**config.mk**
```make
export PLATFORM = sky130hd
export DESIGN_NAME = axi_read_responder
export DESIGN_NICKNAME = d
export VERILOG_FILES = /design/src/rtl/axi_pkg.sv /design/src/rtl/axi_rd_burst_ctr.sv /design/src/rtl/axi_read_responder.sv
export SDC_FILE = /design/constraint.sdc
export NUM_CORES = 1
export LEC_CHECK = 0
export BUFFER_PORTS_ARGS = -buffer_cell sky130_fd_sc_hd__buf_2
export CORE_ASPECT_RATIO = 0.7
export CORE_MARGIN = 10
export CORE_UTILIZATION = 49
export DETAILED_ROUTE_END_ITERATION = 8
export GPL_TIMING_DRIVEN = 0
export PLACE_DENSITY = 0.88
export SLEW_MARGIN = 5
export SYNTH_ARGS = -nofsm -noshare
export SYNTH_HDL_FRONTEND = slang
export SYNTH_SLANG_ARGS = --single-unit
```
**constraint.sdc**
```tcl
create_clock -name clk -period 4.8 [get_ports clk]
set_input_delay 0.96 -clock clk [delete_from_list [all_inputs] [get_ports clk]]
set_output_delay 0.96 -clock clk [all_outputs]
set_load 0.05 [all_outputs]
```
**src/rtl/axi_pkg.sv**
```systemverilog
// Shared AXI read-side widths, response/burst encodings and the responder state type.
// The GAP state is only reachable when AXI_RESP_DECERR_EN is defined.
package axi_pkg;

    localparam int AXI_ID_BITS   = 4;
    localparam int AXI_IDS_BITS  = 8;
    localparam int AXI_ADDR_BITS = 32;
    localparam int AXI_DATA_BITS = 32;
    localparam int AXI_LEN_BITS  = 4;

    localparam logic [1:0] RESP_OKAY   = 2'b00;
    localparam logic [1:0] RESP_DECERR = 2'b11;
    localparam logic [1:0] BURST_FIXED = 2'b00;
    localparam logic [1:0] BURST_INCR  = 2'b01;

    typedef enum logic [2:0] {
        IDLE = 3'd0,
        READ = 3'd1,
        LOAD = 3'd2,
        RESP = 3'd3,
        GAP  = 3'd4
    } rresp_fsm_e;

    // Anything other than FIXED (including WRAP and the reserved code) walks upward.
    function automatic logic burst_is_incr(input logic [1:0] burst);
        return (burst != BURST_FIXED);
    endfunction

endpackage

```
**src/rtl/axi_rd_burst_ctr.sv**
```systemverilog
// Beat counter, SRAM word-address stepper and last-beat flag for one read burst.
module axi_rd_burst_ctr
    import axi_pkg::*;
#(
    parameter int MEM_AW = 14
) (
    input  logic                    clk,
    input  logic                    rst,
    input  logic                    load,
    input  logic [MEM_AW-1:0]       start_addr,
    input  logic [AXI_LEN_BITS-1:0] len,
    input  logic                    incr,
    input  logic                    step,
    output logic [MEM_AW-1:0]       addr,
    output logic                    last
);

    localparam logic [AXI_LEN_BITS-1:0] LEN_ONE  = {{(AXI_LEN_BITS-1){1'b0}}, 1'b1};
    localparam logic [MEM_AW-1:0]       ADDR_ONE = {{(MEM_AW-1){1'b0}}, 1'b1};

    logic [AXI_LEN_BITS-1:0] cnt_r;
    logic [MEM_AW-1:0]       addr_r;
    logic                    incr_r;

    // Burst bookkeeping: load on AR accept, advance on each non-final beat handshake.
    always_ff @(posedge clk) begin
        if (rst) begin
            cnt_r  <= {AXI_LEN_BITS{1'b0}};
            addr_r <= {MEM_AW{1'b0}};
            incr_r <= 1'b0;
        end else if (load) begin
            cnt_r  <= len;
            addr_r <= start_addr;
            incr_r <= incr;
        end else if (step) begin
            cnt_r <= cnt_r - LEN_ONE;
            if (incr_r) begin
                addr_r <= addr_r + ADDR_ONE;
            end
        end
    end

    assign addr = addr_r;
    assign last = (cnt_r == {AXI_LEN_BITS{1'b0}});

endmodule

```
**src/rtl/axi_read_responder.sv**
```systemverilog
// AXI4 slave read responder over a synchronous single-port word SRAM, one burst at a time.
// Optional macro AXI_RESP_DECERR_EN: out-of-window bursts answer DECERR without touching the SRAM.
module axi_read_responder
    import axi_pkg::*;
#(
    parameter int                       MEM_AW    = 14,
    parameter logic [AXI_ADDR_BITS-1:0] BASE_ADDR = 32'h0000_0000
) (
    input  logic                     clk,
    input  logic                     rst,
    input  logic [AXI_IDS_BITS-1:0]  ARID_S,
    input  logic [AXI_ADDR_BITS-1:0] ARADDR_S,
    input  logic [AXI_LEN_BITS-1:0]  ARLEN_S,
    input  logic [2:0]               ARSIZE_S,
    input  logic [1:0]               ARBURST_S,
    input  logic                     ARVALID_S,
    output logic                     ARREADY_S,
    output logic [AXI_IDS_BITS-1:0]  RID_S,
    output logic [AXI_DATA_BITS-1:0] RDATA_S,
    output logic [1:0]               RRESP_S,
    output logic                     RLAST_S,
    output logic                     RVALID_S,
    input  logic                     RREADY_S,
    output logic                     mem_cs,
    output logic [MEM_AW-1:0]        mem_addr,
    input  logic [AXI_DATA_BITS-1:0] mem_dout
);

    rresp_fsm_e state_r, state_n;

    logic                     arready_r, rvalid_r, mem_cs_r, rlast_r;
    logic [AXI_IDS_BITS-1:0]  id_r, rid_r;
    logic [AXI_DATA_BITS-1:0] rdata_r;
    logic [1:0]               rresp_r;
    logic                     ar_hs_s, r_hs_s, last_s, ctr_load_s, ctr_step_s;
    logic                     ar_skip_s, beat_skip_s;
    logic [AXI_ADDR_BITS-1:0] offset_s;
    logic [MEM_AW-1:0]        ctr_addr_s;
    logic                     unused_s;

    assign ar_hs_s  = ARVALID_S & arready_r;
    assign r_hs_s   = rvalid_r & RREADY_S;
    assign offset_s = ARADDR_S - BASE_ADDR;
    assign unused_s = ^{ARSIZE_S, offset_s[1:0], offset_s[AXI_ADDR_BITS-1:MEM_AW+2]};

`ifdef AXI_RESP_DECERR_EN
    localparam logic [AXI_ADDR_BITS:0] WINDOW_BYTES = 33'd1 << (MEM_AW + 2);

    logic decerr_r;
    assign ar_skip_s   = (ARADDR_S < BASE_ADDR) || ({1'b0, offset_s} >= WINDOW_BYTES);
    assign beat_skip_s = decerr_r;
`else
    assign ar_skip_s   = 1'b0;
    assign beat_skip_s = 1'b0;
`endif

    axi_rd_burst_ctr #(.MEM_AW(MEM_AW)) u_ctr (
        .clk        (clk),
        .rst        (rst),
        .load       (ctr_load_s),
        .start_addr (offset_s[MEM_AW+1:2]),
        .len        (ARLEN_S),
        .incr       (burst_is_incr(ARBURST_S)),
        .step       (ctr_step_s),
        .addr       (ctr_addr_s),
        .last       (last_s)
    );

    // State register.
    always_ff @(posedge clk) begin
        if (rst) begin
            state_r <= IDLE;
        end else begin
            state_r <= state_n;
        end
    end

    // Next-state decode and counter control.
    always_comb begin
        state_n    = state_r;
        ctr_load_s = 1'b0;
        ctr_step_s = 1'b0;
        case (state_r)
            IDLE: begin
                if (ar_hs_s) begin
                    ctr_load_s = 1'b1;
                    state_n    = ar_skip_s ? GAP : READ;
                end else begin
                    state_n = IDLE;
                end
            end
            READ: state_n = LOAD;
            LOAD: state_n = RESP;
            RESP: begin
                if (r_hs_s && rlast_r) begin
                    state_n = IDLE;
                end else if (r_hs_s) begin
                    ctr_step_s = 1'b1;
                    state_n    = beat_skip_s ? GAP : READ;
                end else begin
                    state_n = RESP;
                end
            end
            GAP:     state_n = RESP;
            default: state_n = IDLE;
        endcase
    end

    // Per-burst request attributes captured at AR accept.
    always_ff @(posedge clk) begin
        if (rst) begin
            id_r <= {AXI_IDS_BITS{1'b0}};
`ifdef AXI_RESP_DECERR_EN
            decerr_r <= 1'b0;
`endif
        end else if (ar_hs_s) begin
            id_r <= ARID_S;
`ifdef AXI_RESP_DECERR_EN
            decerr_r <= ar_skip_s;
`endif
        end
    end

    // Registered handshake/strobe outputs, decoded from the next state.
    always_ff @(posedge clk) begin
        if (rst) begin
            arready_r <= 1'b1;
            rvalid_r  <= 1'b0;
            mem_cs_r  <= 1'b0;
        end else begin
            arready_r <= (state_n == IDLE);
            rvalid_r  <= (state_n == RESP);
            mem_cs_r  <= (state_n == READ);
        end
    end

    // R payload: loaded on entry to RESP, frozen while waiting, zeroed otherwise.
    always_ff @(posedge clk) begin
        if (rst) begin
            rid_r   <= {AXI_IDS_BITS{1'b0}};
            rdata_r <= {AXI_DATA_BITS{1'b0}};
            rresp_r <= RESP_OKAY;
            rlast_r <= 1'b0;
        end else if ((state_n == RESP) && (state_r != RESP)) begin
            rid_r   <= id_r;
            rdata_r <= beat_skip_s ? {AXI_DATA_BITS{1'b0}} : mem_dout;
            rresp_r <= beat_skip_s ? RESP_DECERR : RESP_OKAY;
            rlast_r <= last_s;
        end else if (state_n != RESP) begin
            rid_r   <= {AXI_IDS_BITS{1'b0}};
            rdata_r <= {AXI_DATA_BITS{1'b0}};
            rresp_r <= RESP_OKAY;
            rlast_r <= 1'b0;
        end
    end

    assign ARREADY_S = arready_r;
    assign RVALID_S  = rvalid_r;
    assign RID_S     = rid_r;
    assign RDATA_S   = rdata_r;
    assign RRESP_S   = rresp_r;
    assign RLAST_S   = rlast_r;
    assign mem_cs    = mem_cs_r;
    assign mem_addr  = ctr_addr_s;

endmodule

```
==> results.md <==
* Status: finished, final reports clean
* Worst reg2reg path endpoint: u_ctr.addr[11]$_SDFFE_PP0P_
* Final setup viols at 0
* Fmax at 0.4477 GHz
* Final TNS setup at 0 ns
* CTS Hold Bufs at 0
* Register area share after synthesis at 50.52%
* Starting DRC count in detailed routing at 133
* P_leak at 1.643 nW
* MaxCap Viol Count at 0
* Buf/Inv on CP at 1
* FF-to-FF path depth at 5
* Commonest non-fill, non-tap cell in the layout: buf_2
* Placer Congestion at 0.8342
* Top Ports at 145
* Crit end category: flop
* First-pass GRT wire length at 14.00 mm
* Num CTS Buffers at 9
* Area Overhead vs Synth at 30.62%
* Register bit count reported by yosys at 73
* Critical Path End: u_ctr.addr[11]$_SDFFE_PP0P_
* Setup CP Type: in -> reg
* Worst slew pin tran at 0.7190 ns
* Die Y at 84.29 microns
* CP Max Fanout at 4
* Hold Vio Cnt, Final at 0
* Routed WL per cell at 15.99 microns
* Routed wire length at 8.617 mm
* DP HPWL at 6.615 mm
* CTS tree: done
* Most frequent cells in the layout: 121 x buf_2, 73 x dfxtp_1, 64 x nor2_1
* Share of cells above drive strength 1 at 30.60%
* Antenna violations before repair at 0
* Post-CTS Setup Bufs at 0
* Yosys Warn Count at 0
* HP Class: reg -> reg
* DRC errors left at 0
* Total number of vias at 2893
* # rows at 23
* DR pass1 iterations at 4
* N_diodes at 0
* Port bufs at 121
* Share of the clock period used by the worst path at 46.53%
* Die area at 9426 sq um
* Worst R2R Start: u_ctr.addr[3]$_SDFFE_PP0P_
* Overflow left after global routing at 0
* Pre-CTS WS at 2.243 ns
* CTS H-tree lvls at 3
* CTS root buf: clkbuf_8
* Vias per std cell at 5.367
* Reg2Reg Setup Slack at 2.74 ns
* Vias in the first global route at 2872
* Die span in x at 111.8 microns
* Slew headroom at 51.70%
* Antenna Nets Post-Route at 0
* Clock Tree Buf Depth at 2
* Cell variety after synth at 37
* Power density over the cells at 406.0 nW/um^2
* TritonCTS Sinks at 73
* Largest net degree at the start of global routing at 13
* VDD IR max at 0.2203 mV
* Levels on crit path at 5
* Slew Limit Fails at 0
* Clock transition at path regs at 0.08 ns
* Largest stage delay, worst path at 0.58 ns
* Hold Path Stages at 2
* RSZ-0062 raised after global routing: no
* Initial Util at 50.51%
* Final nets at 547
* Fin crit period at 2.234 ns
* Min Hold Slack at 0.4611 ns
* Crit path launch type: input port
* Global Route Usage Sum at 17.78%
* Resized Gates After CTS at 0
* Worst EP arrival at 2.48 ns
* Post-Syn Area at 2893 sq um
* Required time of the critical path at 5.04 ns
* Syn avg cell area at 8.874 sq um
* Clock latency on the worst-skew pair at 0.35 ns
* Crit-path leading delay family: simple AND/OR/NAND/NOR gates
* Setup crit start: RREADY_S
* Crit path cell chain: buf_2 > nand4_2 > or4b_1 > or4_1 > a311oi_1
* Worst clock skew at 0.01108 ns
* Cell area after layout at 3779 sq um
* Worst path slowest cell: or4b_1
* Util after Layout at 65.98%
* Post-route setup slack at 2.566 ns
* Post-Syn Instances at 326
* Core ar. at 5727 sq um
* Post-Place Cell Area at 3596 sq um
## power breakdown
part           internal [mW]  switching, mW  leakage (nW)
Sequential             0.659         0.0510         0.595
Clock                  0.216          0.227        0.0963
Combinational          0.113          0.268         0.951
Total                  0.989          0.546          1.64
## state kept, by name, summed over array words and instances (netlist names)
register	cells
state_r	2
id_r	8
RID_S	8
u_ctr.addr	14
u_ctr.cnt_r	4
RVALID_S	1
RLAST_S	1
u_ctr.incr_r	1
RDATA_S	32
ARREADY_S	1
mem_cs	1
## layer usage
metal  track usage, %  part of all wire, %  vias up
met4            5.471                  1.2        0
met5                0                    0        -
met1            20.14                   42     1345
met3            8.884                   10       10
met2            28.83                   47      109
li1                 -                    -     1429
## metrics by stage
step	power (mW)	std cells
after global routing	1.609	539
after detailed placement	1.106	523
after global placement	1.094	523
after floorplan	0.9896	327
final	1.534	539
after CTS	1.544	539
## synthesized netlist by cell type
cell type,n,area share (%)
a21o_1,1,0.26
nand4bb_1,1,0.39
nand2_1,23,3.0
mux2i_1,1,0.35
nand3_1,4,0.69
nor3_1,10,1.7
nand3b_1,3,0.78
a32oi_1,1,0.30
and4_1,2,0.61
a2111oi_0,1,0.30
a21oi_1,11,1.9
a22oi_1,40,10
o21ai_0,2,0.35
nor4_1,5,1.1
and3_1,1,0.22
nand4_1,2,0.43
nor2_1,64,8.3
mux2_2,1,0.39
o31ai_1,4,1.0
clkbuf_1,24,3.1
a211oi_1,10,2.6
dfxtp_1,73,51
and2_1,2,0.43
conb_1,1,0.13
buf_4,2,0.52
or2_1,1,0.22
nand4_2,2,0.86
xnor2_1,9,2.7
nor3b_1,2,0.52
or2_2,1,0.22
or4_1,3,0.78
a311oi_1,5,1.5
or4b_1,1,0.35
or3_1,3,0.65
ha_1,3,1.3
inv_1,6,0.78
nand4b_1,1,0.30
## worst reg2reg max path: cells and delay by family (launching register included)
family | cells | cell delay (ns)
buffers and inverters | 1 | 0.18
AO/OA/AOI/OAI | 1 | 0.29
flip-flops | 1 | 0.43
AND/OR/NAND/NOR | 3 | 1.05
## final cells by class
type                    instances  area [sq um]
repair buffers                121         605.6
inverters                       6         22.52
clock inverters                 4         27.53
clock buffers                  12         155.1
fillers                       501          1948
flip-flops and latches         73          1461
multi-input cells             222          1308
well taps                      75         93.84
plain buffers                  26         105.1
## cell families after synthesis
| logic type | after synthesis | share of synthesized area [%] |
|---|---|---|
| mux | 2 | 0.7353 |
| compound gates | 75 | 18.64 |
| other cells | 1 | 0.1296 |
| flops | 73 | 50.52 |
| simple gates | 131 | 21.54 |
| xor+xnor | 9 | 2.725 |
| buf+inv | 32 | 4.412 |
| fa+ha+maj | 3 | 1.298 |
## worst min path at each step
stage / start / to / slack [ns]
floorplan: id_r[0]$_SDFFE_PP0P_ / id_r[0]$_SDFFE_PP0P_ / 0.44
global placement: id_r[2]$_SDFFE_PP0P_ / id_r[2]$_SDFFE_PP0P_ / 0.44
detailed placement: id_r[5]$_SDFFE_PP0P_ / id_r[5]$_SDFFE_PP0P_ / 0.45
CTS: id_r[5]$_SDFFE_PP0P_ / id_r[5]$_SDFFE_PP0P_ / 0.46
global route: id_r[5]$_SDFFE_PP0P_ / id_r[5]$_SDFFE_PP0P_ / 0.48
finish: id_r[5]$_SDFFE_PP0P_ / id_r[5]$_SDFFE_PP0P_ / 0.46
Note: power is estimated with default switching activity, not from simulation.
